==> src/rtl/cnn_pkg.sv <==
// Shared types and sizing helpers for the CNN line-buffer sequencer.
// Latency: n/a (package only).
// Backpressure: n/a (package only).
package cnn_pkg;

  typedef enum logic [1:0] {
    IDLE   = 2'd0,
    STREAM = 2'd1,
    DRAIN  = 2'd2
  } state_t;

  localparam int DEF_MAP_WIDTH  = 24;
  localparam int DEF_MAP_HEIGHT = 24;
  localparam int DEF_DATA_WIDTH = 16;

  // Width of a counter holding 0..n-1; never narrower than one bit.
  function automatic int cnt_w(input int n);
    return (n <= 2) ? 1 : $clog2(n);
  endfunction

endpackage

==> src/rtl/linebuf_ctrl_if.sv <==
// Control/stream bundle between the line-buffer sequencer and its neighbours.
// Latency: n/a (wires only).
// Backpressure: s_ready is driven by the sequencer, m_ready by downstream.
// Signals: start, m_ready, s_data/s_valid/s_ready, lb_clr, lb_din/lb_in_valid,
//          win_valid/win_row/win_col, busy, done.
interface linebuf_ctrl_if
  import cnn_pkg::*;
#(
  parameter int MAP_WIDTH  = DEF_MAP_WIDTH,
  parameter int MAP_HEIGHT = DEF_MAP_HEIGHT,
  parameter int DATA_WIDTH = DEF_DATA_WIDTH
) ();

  logic                          start;
  logic                          m_ready;
  logic [DATA_WIDTH-1:0]         s_data;
  logic                          s_valid;
  logic                          s_ready;
  logic                          lb_clr;
  logic [DATA_WIDTH-1:0]         lb_din;
  logic                          lb_in_valid;
  logic                          win_valid;
  logic [cnt_w(MAP_HEIGHT)-1:0]  win_row;
  logic [cnt_w(MAP_WIDTH)-1:0]   win_col;
  logic                          busy;
  logic                          done;

  modport master (
    output start, m_ready, s_data, s_valid,
    input  s_ready, lb_clr, lb_din, lb_in_valid, win_valid, win_row, win_col, busy, done
  );

  modport slave (
    input  start, m_ready, s_data, s_valid,
    output s_ready, lb_clr, lb_din, lb_in_valid, win_valid, win_row, win_col, busy, done
  );

endinterface

==> src/rtl/valid_delay_pipe.sv <==
// Fixed-depth shift register for a {valid,row,col} tag, clocked every cycle.
// Latency: DEPTH cycles from d_i to q_o.
// Backpressure: none; the pipe never stalls.
// Ports: clk, rst (sync, active-high), d_i (tag in), q_o (tag out).
module valid_delay_pipe #(
  parameter int DEPTH = 2,
  parameter int WIDTH = 8
) (
  input  logic             clk,
  input  logic             rst,
  input  logic [WIDTH-1:0] d_i,
  output logic [WIDTH-1:0] q_o
);

  logic [DEPTH-1:0][WIDTH-1:0] pipe_q;

  always_ff @(posedge clk) begin
    if (rst) begin
      pipe_q <= '0;
    end else begin
      pipe_q[0] <= d_i;
      for (int i = 1; i < DEPTH; i++) begin
        pipe_q[i] <= pipe_q[i-1];
      end
    end
  end

  assign q_o = pipe_q[DEPTH-1];

endmodule

==> src/rtl/linebuf_ctrl.sv <==
// Sequences one feature map per start into the line buffer and tags completed windows.
// Latency: lb_din 1 cycle after accept; win_* LB_LATENCY+1 cycles after accept.
// Backpressure: s_ready follows m_ready while streaming; tags already in flight still emerge.
// Ports: clk, rst (sync, active-high), bus (slave side of linebuf_ctrl_if).
module linebuf_ctrl
  import cnn_pkg::*;
#(
  parameter int MAP_WIDTH  = DEF_MAP_WIDTH,
  parameter int MAP_HEIGHT = DEF_MAP_HEIGHT,
  parameter int DATA_WIDTH = DEF_DATA_WIDTH,
  parameter int KERNEL     = 2,
  parameter int STRIDE     = 2,
  parameter int LB_LATENCY = 1
) (
  input  logic          clk,
  input  logic          rst,
  linebuf_ctrl_if.slave bus
);

  localparam int RW = cnt_w(MAP_HEIGHT);
  localparam int CW = cnt_w(MAP_WIDTH);
  localparam int PW = cnt_w(STRIDE);
  localparam int DW = cnt_w(LB_LATENCY + 1);
  localparam int TW = 1 + RW + CW;

  state_t                state_q, state_d;
  logic [RW-1:0]         row_q, row_d;
  logic [CW-1:0]         col_q, col_d;
  logic [DW-1:0]         drn_q, drn_d;
  logic [DATA_WIDTH-1:0] din_q;
  logic                  vld_q, clr_q, done_q;
  logic                  accept, last_col, last_row, drain_end;
  logic                  hit_r, hit_c;
  logic [RW-1:0]         idx_r;
  logic [CW-1:0]         idx_c;
  logic [TW-1:0]         tag_d, tag_q;

  assign bus.s_ready = (state_q == STREAM) && bus.m_ready;
  assign accept      = bus.s_ready && bus.s_valid;
  assign last_col    = (col_q == CW'(MAP_WIDTH - 1));
  assign last_row    = (row_q == RW'(MAP_HEIGHT - 1));
  // DRAIN lasts LB_LATENCY+1 cycles so done lands just after the last possible tag.
  assign drain_end   = (state_q == DRAIN) && (drn_q == DW'(LB_LATENCY));

  always_comb begin
    state_d = state_q;
    row_d   = row_q;
    col_d   = col_q;
    drn_d   = '0;
    case (state_q)
      IDLE: begin
        if (bus.start) begin
          state_d = STREAM;
          row_d   = '0;
          col_d   = '0;
        end
      end
      STREAM: begin
        if (accept) begin
          if (last_col) begin
            col_d = '0;
            row_d = last_row ? '0 : row_q + 1'b1;
            if (last_row) state_d = DRAIN;
          end else begin
            col_d = col_q + 1'b1;
          end
        end
      end
      DRAIN: begin
        drn_d = drn_q + 1'b1;
        if (drain_end) state_d = IDLE;
      end
      default: state_d = IDLE;
    endcase
  end

  always_ff @(posedge clk) begin
    if (rst) begin
      state_q <= IDLE;
      row_q   <= '0;
      col_q   <= '0;
      drn_q   <= '0;
      din_q   <= '0;
      vld_q   <= 1'b0;
      clr_q   <= 1'b0;
      done_q  <= 1'b0;
    end else begin
      state_q <= state_d;
      row_q   <= row_d;
      col_q   <= col_d;
      drn_q   <= drn_d;
      vld_q   <= accept;
      clr_q   <= (state_q == IDLE) && bus.start;
      done_q  <= drain_end;
      if (accept) din_q <= bus.s_data;
    end
  end

  // Window hit/index for the pixel being accepted at (row_q, col_q).
  if ((STRIDE & (STRIDE - 1)) == 0) begin : g_pow2
    localparam int SH = $clog2(STRIDE);
    logic [RW-1:0] dr;
    logic [CW-1:0] dc;
    assign dr    = row_q - RW'(KERNEL - 1);
    assign dc    = col_q - CW'(KERNEL - 1);
    assign hit_r = (row_q >= RW'(KERNEL - 1)) && ((dr & RW'(STRIDE - 1)) == '0);
    assign hit_c = (col_q >= CW'(KERNEL - 1)) && ((dc & CW'(STRIDE - 1)) == '0);
    assign idx_r = dr >> SH;
    assign idx_c = dc >> SH;
  end else begin : g_cnt
    // Phase counters step once per row/col past KERNEL-1; phase 0 marks a window.
    logic [PW-1:0] rph_q, cph_q;
    logic [RW-1:0] wrow_q;
    logic [CW-1:0] wcol_q;
    assign hit_r = (row_q >= RW'(KERNEL - 1)) && (rph_q == '0);
    assign hit_c = (col_q >= CW'(KERNEL - 1)) && (cph_q == '0);
    assign idx_r = wrow_q;
    assign idx_c = wcol_q;
    always_ff @(posedge clk) begin
      if (rst || (state_q == IDLE)) begin
        rph_q  <= '0;
        cph_q  <= '0;
        wrow_q <= '0;
        wcol_q <= '0;
      end else if (accept) begin
        if (last_col) begin
          cph_q  <= '0;
          wcol_q <= '0;
          if (row_q >= RW'(KERNEL - 1)) begin
            if (rph_q == PW'(STRIDE - 1)) begin
              rph_q  <= '0;
              wrow_q <= wrow_q + 1'b1;
            end else begin
              rph_q <= rph_q + 1'b1;
            end
          end
        end else if (col_q >= CW'(KERNEL - 1)) begin
          if (cph_q == PW'(STRIDE - 1)) begin
            cph_q  <= '0;
            wcol_q <= wcol_q + 1'b1;
          end else begin
            cph_q <= cph_q + 1'b1;
          end
        end
      end
    end
  end

  // Indices are zeroed with the valid bit so win_row/win_col read 0 between tags.
  assign tag_d = (accept && hit_r && hit_c) ? {1'b1, idx_r, idx_c} : '0;

  valid_delay_pipe #(
    .DEPTH (LB_LATENCY + 1),
    .WIDTH (TW)
  ) u_tag_pipe (
    .clk (clk),
    .rst (rst),
    .d_i (tag_d),
    .q_o (tag_q)
  );

  assign {bus.win_valid, bus.win_row, bus.win_col} = tag_q;
  assign bus.lb_clr      = clr_q;
  assign bus.lb_din      = din_q;
  assign bus.lb_in_valid = vld_q;
  assign bus.busy        = (state_q != IDLE);
  assign bus.done        = done_q;

endmodule

==> src/flat_wrapper.sv <==
// flat-port wrapper written by rule: the top's interface ports become plain ports
module linebuf_ctrl_flat import cnn_pkg::*;
#(
  parameter int MAP_WIDTH  = DEF_MAP_WIDTH,
  parameter int MAP_HEIGHT = DEF_MAP_HEIGHT,
  parameter int DATA_WIDTH = DEF_DATA_WIDTH,
  parameter int KERNEL     = 2,
  parameter int STRIDE     = 2,
  parameter int LB_LATENCY = 1
)
  (clk, rst, bus_start, bus_m_ready, bus_s_data, bus_s_valid, bus_s_ready, bus_lb_clr, bus_lb_din, bus_lb_in_valid, bus_win_valid, bus_win_row, bus_win_col, bus_busy, bus_done);
  linebuf_ctrl_if #(.MAP_WIDTH(MAP_WIDTH), .MAP_HEIGHT(MAP_HEIGHT), .DATA_WIDTH(DATA_WIDTH)) bus_i ();
  input  logic clk;
  input  logic rst;
  input wire logic [$bits(bus_i.start)-1:0] bus_start;
  input wire logic [$bits(bus_i.m_ready)-1:0] bus_m_ready;
  input wire logic [$bits(bus_i.s_data)-1:0] bus_s_data;
  input wire logic [$bits(bus_i.s_valid)-1:0] bus_s_valid;
  output wire logic [$bits(bus_i.s_ready)-1:0] bus_s_ready;
  output wire logic [$bits(bus_i.lb_clr)-1:0] bus_lb_clr;
  output wire logic [$bits(bus_i.lb_din)-1:0] bus_lb_din;
  output wire logic [$bits(bus_i.lb_in_valid)-1:0] bus_lb_in_valid;
  output wire logic [$bits(bus_i.win_valid)-1:0] bus_win_valid;
  output wire logic [$bits(bus_i.win_row)-1:0] bus_win_row;
  output wire logic [$bits(bus_i.win_col)-1:0] bus_win_col;
  output wire logic [$bits(bus_i.busy)-1:0] bus_busy;
  output wire logic [$bits(bus_i.done)-1:0] bus_done;
  assign bus_i.start = bus_start;
  assign bus_i.m_ready = bus_m_ready;
  assign bus_i.s_data = bus_s_data;
  assign bus_i.s_valid = bus_s_valid;
  assign bus_s_ready = bus_i.s_ready;
  assign bus_lb_clr = bus_i.lb_clr;
  assign bus_lb_din = bus_i.lb_din;
  assign bus_lb_in_valid = bus_i.lb_in_valid;
  assign bus_win_valid = bus_i.win_valid;
  assign bus_win_row = bus_i.win_row;
  assign bus_win_col = bus_i.win_col;
  assign bus_busy = bus_i.busy;
  assign bus_done = bus_i.done;
  linebuf_ctrl #(.MAP_WIDTH(MAP_WIDTH), .MAP_HEIGHT(MAP_HEIGHT), .DATA_WIDTH(DATA_WIDTH), .KERNEL(KERNEL), .STRIDE(STRIDE), .LB_LATENCY(LB_LATENCY)) u_core (.clk(clk), .rst(rst), .bus(bus_i));
endmodule
==> config.mk <==
export PLATFORM = sky130hd
export DESIGN_NAME = linebuf_ctrl_flat
export DESIGN_NICKNAME = d
export VERILOG_FILES = /design/src/rtl/cnn_pkg.sv /design/src/rtl/linebuf_ctrl_if.sv /design/src/rtl/valid_delay_pipe.sv /design/src/rtl/linebuf_ctrl.sv /design/src/flat_wrapper.sv
export SDC_FILE = /design/constraint.sdc
export NUM_CORES = 1
export LEC_CHECK = 0
export BUFFER_PORTS_ARGS = -buffer_cell sky130_fd_sc_hd__buf_2
export CAP_MARGIN = 40
export CORE_MARGIN = 2
export CORE_UTILIZATION = 35
export CTS_CLUSTER_DIAMETER = 60
export DETAILED_ROUTE_END_ITERATION = 16
export PLACE_DENSITY = 0.56
export SYNTH_ARGS = -nofsm -noshare
export SYNTH_HDL_FRONTEND = slang
export SYNTH_SLANG_ARGS = --single-unit
==> constraint.sdc <==
create_clock -name clk -period 4.35 [get_ports clk]
set_clock_uncertainty 0.05 [all_clocks]
set_input_delay 0.2175 -clock clk [delete_from_list [all_inputs] [get_ports clk]]
set_output_delay 0.2175 -clock clk [all_outputs]
set_load 0.005 [all_outputs]
==> results of run 1 <==
-- worst max-delay path: cells and delay by family (launching register included) --
family	cells	cell delay [ns]
AO/OA/AOI/OAI	1	0.15
flip-flops	1	0.50
AND/OR/NAND/NOR	3	1.46
-- worst max-delay path by stage --
stage / slack [ns] / cells after the start / endpoint
2_1_floorplan: 2.80 / 5 / u_core.col_q[3]$_SDFFE_PP0P_
3_3_place_gp: 2.20 / 4 / u_core.col_q[3]$_SDFFE_PP0P_
3_5_place_dp: 2.13 / 4 / u_core.col_q[3]$_SDFFE_PP0P_
4_1_cts: 2.12 / 4 / u_core.col_q[3]$_SDFFE_PP0P_
5_1_grt: 1.96 / 4 / u_core.col_q[3]$_SDFFE_PP0P_
6_report: 2.11 / 4 / u_core.col_q[3]$_SDFFE_PP0P_
-- area by class of cell --
class | instances | area [um^2]
Sequential cell | 50 | 1000
Fill cell | 588 | 3160
Multi-Input combinational cell | 146 | 796
Clock buffer | 5 | 68.8
Inverter | 8 | 30.0
Timing Repair Buffer | 50 | 250
Clock inverter | 3 | 45.0
Tap cell | 72 | 90.1
-- per-stage QoR --
| step | setup slack (ns) | hold slack, ns | instance area (um^2) | instances | power, mW |
|---|---|---|---|---|---|
| after floorplan | 2.80 | 0.252 | 1950 | 224 | 0.543 |
| after global placement | 2.20 | 0.370 | 2170 | 326 | 0.568 |
| after detailed placement | 2.13 | 0.371 | 2170 | 326 | 0.568 |
| after CTS | 2.12 | 0.0909 | 2280 | 334 | 0.893 |
| after global routing | 1.96 | 0.0977 | 2280 | 334 | 0.925 |
| final | 2.11 | 0.0993 | 2280 | 334 | 0.882 |
-- logic make-up after synthesis --
family	after synthesis	share of synthesized area, %
other	1	0.193
DFF	50	51.4
xor gates and xnor gates	4	1.80
buffers and inverters	28	7.90
and+or+nand+nor	98	24.8
adders and majority gates	4	2.57
AOI/OAI and AO/OA	38	11.3
-- synthesized netlist by cell type (2+ instances only) --
cell	count	share of area, %
a21oi_1	25	6.4
and2_1	5	1.6
buf_2	3	0.77
buf_4	10	3.9
clkbuf_1	6	1.2
dfxtp_1	50	51
ha_1	4	2.6
inv_1	8	1.5
nand2_1	44	8.5
nand3_1	7	1.8
nand4b_1	3	1.3
nor2_1	17	3.3
nor2b_1	10	3.2
o21ai_0	6	1.5
or3_1	2	0.64
or4_1	2	0.77
xnor2_1	2	0.90
xor2_1	2	0.90
-- registers in the layout (all words and copies together), names as in the netlist --
name and flops:
u_core.bus.done 1, u_core.bus.lb_clr 1, u_core.bus.lb_din 16, u_core.bus.lb_in_valid 1, u_core.col_q 5, u_core.drn_q 1
u_core.row_q 5, u_core.state_q 2, u_core.u_tag_pipe.pipe_q 9, u_core.u_tag_pipe.q_o 9
-- per-layer routing --
layer  GRT usage, %  up-vias  wire length (um)
met5              0        -                 0
met1           16.1      674              1760
li1               -      793                 -
met4           3.68        0                40
met2           19.1       34              1630
met3           3.45        4               186
-- power by group through the flow --
stage | Clock, mW | Combinational (mW) | Sequential [mW]
floorplan | 0 | 0.0581 | 0.485
global placement | 0 | 0.0805 | 0.487
detailed placement | 0 | 0.0806 | 0.488
CTS | 0.336 | 0.0812 | 0.477
global route | 0.356 | 0.0901 | 0.479
finish | 0.325 | 0.0797 | 0.477
==> run_results.csv, run 1 <==
group,metric,value,unit
run_status,status,"completed",
routing,ant_nets,0,
worst_setup_path,path_class,"reg -> reg",
cells_and_area,drive_gt1_share,24.0,%
routing,drc,0,
synth,syn_area,1950,um^2
clock_network,cts.path.max_buffers,2,
synth,synth_async_sr_flop_share,0,%
floorplanning,rows,27,
sta,max_freq,447,MHz
worst_setup_path,reg2reg_depth,4,
power,combPwrFrac,9.0,%
global_route,overflow,0,
floorplanning,die_x,78.6,um
power,peakVddDrop,0.160,mV
synth,avgSynthCellArea,8.73,um^2
power,seqPwrFrac,54.1,%
global_route,grt_usage,12.1,%
routing,routed_wl,3610,um
synth,synthDistinctLibCells,35,
clock_network,clock-sinks,50,
cells_and_area,area_growth,17.2,%
cells_and_area,diodes,0,
place,hpwlAfterDp,2410,um
flow_run,maxCapViolations,0,
sta,rsz0062_at_grt,"false",
sta,maxSlewHeadroom,46.8,%
clock_network,root_buffer,"clkbuf_8",
worst_setup_path,reg2reg_to,"u_core.col_q[3]$_SDFFE_PP0P_",
synth,synth_ff_type,"dfxtp_1",
synth,yosysWarnings,0,
worst_setup_path,crit_chain,"and4b_1, nor2_2, or4_1, a21oi_1",
cells_and_area,nNetsFinal,286,
routing,viasPerCell,4.51,
global_route,grt_pass1_wl,6000,um
global_route,antenna_found_initial,0,
worst_setup_path,crit_required,4.54,ns
clock_network,path_clk_slew,0.10,ns
floorplanning,core_area,5440,um^2
routing,vias,1505,
clock_network,cts_tree,"yes",
clock_network,cts_max_level,2,
power,p_sw_share,23.9,%
floorplanning,die_y,78.6,um
synth,synthCells,223,
sta,setup_viol,0,
hold_path,min_from,"bus_s_data[1]",
worst_setup_path,crit_start,"u_core.state_q[0]$_SDFFE_PP0P_",
sta,fin_crit_sh,51.4,%
worst_setup_path,crit_path_max_fanout,20,
clock_network,cts_resized,0,
power,pwr-share-clk,36.9,%
worst_setup_path,worstReg2RegStart,"u_core.state_q[0]$_SDFFE_PP0P_",
cells_and_area,finish.utilization,41.9,%
sta,setup_tns,0,ns
sta,fin_crit,2.24,ns
sta,slew_violations,0,
floorplanning,ios,53,
worst_setup_path,r2r_setup_slack,2.11,ns
floorplanning,initial_core_util,35.8,%
power,switching_power,211,uW
routing,first_iter_violations,59,
synth,ys_seq_area_share,51.4,%
worst_setup_path,cp-end-kind,"flop",
worst_setup_path,cp_slowest_cell,"and4b_1",
sta,tightestPinTransition,0.797,ns
clock_network,insertion_delay,0.31,ns
place,io_buffers,50,
routing,detail_route.wl_per_cell,10.8,um
floorplanning,dieArea,6170,um^2
power,leakage,1.00,nW
synth,ys_ff_latch,50,
place,gp_congestion,0.808,
clock_network,cts_hold_buf,0,
power,p_per_area,386,nW/um^2
sta,final_hold_viol_count,0,
hold_path,holdCritPathClass,"in -> reg",
hold_path,holdPathEnd,"u_core.bus.lb_din[1]$_SDFFE_PP0P_",
worst_setup_path,slowest_delay,0.77,ns
clock_network,cts_buffers,5,
power,power.internal,671,uW
worst_setup_path,startpoint_type,"flop",
hold_path,min_path_cells,3,
clock_network,post_cts_buffers,0,
synth,synth_edf_count,0,
routing,drtPass1Iterations,4,
cells_and_area,final_cell_mix,"50 x buf_2, 50 x dfxtp_1, 44 x nand2_1",
global_route,grt_max_degree,41,
global_route,first_global_vias,1353,
worst_setup_path,cp.arrival,2.42,ns
Power figures use the tool's default switching activity.
==> inputs of run 2 (changes only) <==
--- a/config.mk
+++ b/config.mk
@@ -5,6 +5,7 @@
 export SDC_FILE = /design/constraint.sdc
 export NUM_CORES = 1
 export LEC_CHECK = 0
+export ABC_AREA = 1
 export BUFFER_PORTS_ARGS = -buffer_cell sky130_fd_sc_hd__buf_2
 export CAP_MARGIN = 40
 export CORE_MARGIN = 2
==> constraint.sdc (replaced) <==
create_clock -name clk -period 2.3 [get_ports clk]
set_clock_uncertainty 0.05 [all_clocks]
set_input_delay 0.115 -clock clk [delete_from_list [all_inputs] [get_ports clk]]
set_output_delay 0.115 -clock clk [all_outputs]
set_load 0.005 [all_outputs]
==> run_results.csv, run 2 <==
group,metric,value,unit
run_status,status,"completed",
routing,topRoutingLayerUsed,"met4",
sta,max_freq,622,MHz
floorplanning,die_x,80.7,um
synth,synth.area.top_cells,"dfxtp_1 49%, nand2_1 13%, a21oi_1 5.8%",
worst_setup_path,cp-end-kind,"flop",
floorplanning,rows,27,
routing,viasPerCell,4.37,
synth,synth.top_cell.area_share,48.7,%
routing,routed_wl,4120,um
global_route,antenna_found_initial,0,
synth,synthCells,265,
floorplanning,core_area,5610,um^2
synth,synthTopCellsByCount,"72 x nand2_1, 50 x dfxtp_1, 30 x inv_1",
power,peakVddDrop,0.271,mV
clock_network,cts.path.max_buffers,2,
floorplanning,initial_core_util,36.7,%
flow_run,maxCapViolations,0,
sta,final_hold_viol_count,0,
place,placed_cell_area,2290,um^2
synth,synth_edf_count,0,
cells_and_area,final_cells,388,
cells_and_area,filler_cell_count,604,
power,p_per_area,761,nW/um^2
cells_and_area,drive_gt1_share,24.1,%
worst_setup_path,path_class,"reg -> reg",
routing,wl_met3,153,um
routing,drtPass1Iterations,4,
place,dp_cells,372,
synth,synth_ff_type,"dfxtp_1",
global_route,grt_usage,13.6,%
clock_network,cts_max_level,2,
synth,syn_area,2060,um^2
routing,met2_wirelength,1950,um
synth,ys_seq_area_share,48.7,%
synth,synthDistinctLibCells,29,
cells_and_area,nNetsFinal,341,
sta,setup_tns,0,ns
routing,drc,0,
hold_path,holdCritPathClass,"in -> reg",
place,io_buffers,50,
synth,yosys.area.top_type,"dfxtp_1",
routing,detail_route.wl_per_cell,10.6,um
global_route,grt_max_degree,33,
global_route,overflow,0,
floorplanning,die_y,80.7,um
sta,setup_viol,0,
clock_network,cts_tree,"yes",
sta,fin_crit,1.61,ns
clock_network,path_clk_slew,0.08,ns
cells_and_area,register_area,1000,um^2
worst_setup_path,cp.arrival,1.79,ns
power,leakage,1.15,nW
worst_setup_path,startpoint_type,"flop",
cells_and_area,final_cell_mix,"72 x nand2_1, 50 x buf_2, 50 x dfxtp_1",
cells_and_area,area_growth,21.4,%
sta,rsz0062_at_grt,"false",
synth,ys_ff_latch,50,
global_route,grt_pass1_wl,6780,um
floorplanning,ios,53,
routing,first_iter_violations,51,
routing,met1_length,1940,um
synth,yosysWarnings,0,
cells_and_area,diodes,0,
clock_network,cts_buffers,5,
synth,avgSynthCellArea,7.76,um^2
place,dp_slack,0.677,ns
global_route,first_global_vias,1554,
clock_network,insertion_delay,0.30,ns
clock_network,cts_resized,0,
worst_setup_path,crit_required,2.49,ns
clock_network,root_buffer,"clkbuf_8",
cells_and_area,largest_reg_flops,16,
sta,setup_slack,0.692,ns
cells_and_area,layout_commonest_cell,"nand2_1",
place,gp_congestion,0.807,
sta,fin_crit_sh,69.9,%
cells_and_area,multi_input_area,815,um^2
sta,slew_violations,0,
clock_network,clock-sinks,50,
synth,synth_most_common_cell,"nand2_1",
place,hpwlAfterDp,3060,um
cells_and_area,design_area,2500,um^2
routing,ant_nets,0,
floorplanning,dieArea,6510,um^2
routing,vias,1695,
worst_setup_path,crit_path_max_fanout,18,
synth,synth_async_sr_flop_share,0,%
[run 2: cell count changes after synthesis, moves of 3 or more]
cell,delta
a21oi_2,+4
and2_1,-5
inv_1,+22
nand2_1,+28
nand2_4,+3
nand3_1,+3
nand4b_1,-3
nor2_1,+9
nor2b_1,-10
nor4_1,+3
[run 2: routing by layer]
metal / global-route usage [%] / vias up
met1: 16.2 / 749
met4: 5.59 / 0
li1: - / 911
met5: 0 / -
met3: 3.26 / 6
met2: 23.3 / 29
[run 2: worst max-delay path, stage by stage, from the launching register on]
cell      delay (ns)
dfxtp_1         0.49
nand4_4         0.34
inv_4           0.29
nand2_4         0.08
clkinv_2        0.07
nand3_4         0.11
a21oi_2         0.12
[run 2: worst paths after layout]
path / startpoint / to / slack [ns] / cells past startpoint
hold / removal: bus_s_data[7] / u_core.bus.lb_din[7]$_SDFFE_PP0P_ / 0.01 / 3
setup reg to reg: u_core.state_q[0]$_SDFFE_PP0P_ / u_core.u_tag_pipe.pipe_q[1]$_SDFF_PP0_ / 0.69 / 6
hold reg to reg: u_core.u_tag_pipe.pipe_q[0]$_SDFF_PP0_ / u_core.u_tag_pipe.q_o[0]$_SDFF_PP0_ / 0.35 / 2
setup / recovery: u_core.state_q[0]$_SDFFE_PP0P_ / u_core.u_tag_pipe.pipe_q[1]$_SDFF_PP0_ / 0.69 / 6
[run 2: report_power, final]
part	total, mW	internal [mW]	switching (mW)
Sequential	0.944	0.903	0.0414
Combinational	0.340	0.124	0.216
Clock	0.615	0.348	0.267
Total	1.90	1.38	0.524
[run 2: final cells by class]
type                       count  area share, %
multi-input combinational    165           32.6
clock buffer                   6           3.31
inverter                      34           5.26
sequential                    50           40.1
timing repair buffer          60           13.9
clock inverter                 1           1.20
tap                           72           3.61
[run 2: through the flow]
stage                     util [%]  hold WS, ns  power (mW)
final                         44.5       0.0111        1.90
after global routing          44.5      0.00438        2.01
after CTS                     44.4    0.0000219        1.92
after detailed placement      40.9        0.320        1.30
after global placement        40.9        0.318        1.30
after floorplan                  -        0.208        1.20
[run 2: logic make-up after synthesis]
family | synth area share, %
AND/OR/NAND/NOR | 27.6
buffers and inverters | 11.9
flip-flops | 48.7
AO/OA/AOI/OAI | 9.18
adder cells (fa/ha/maj) | 2.43
other | 0.182
[run 2: timing repair]
action,CTS,global route
setup buffers,0,0
hold endpoints to repair,8,1
hold buffers,8,1
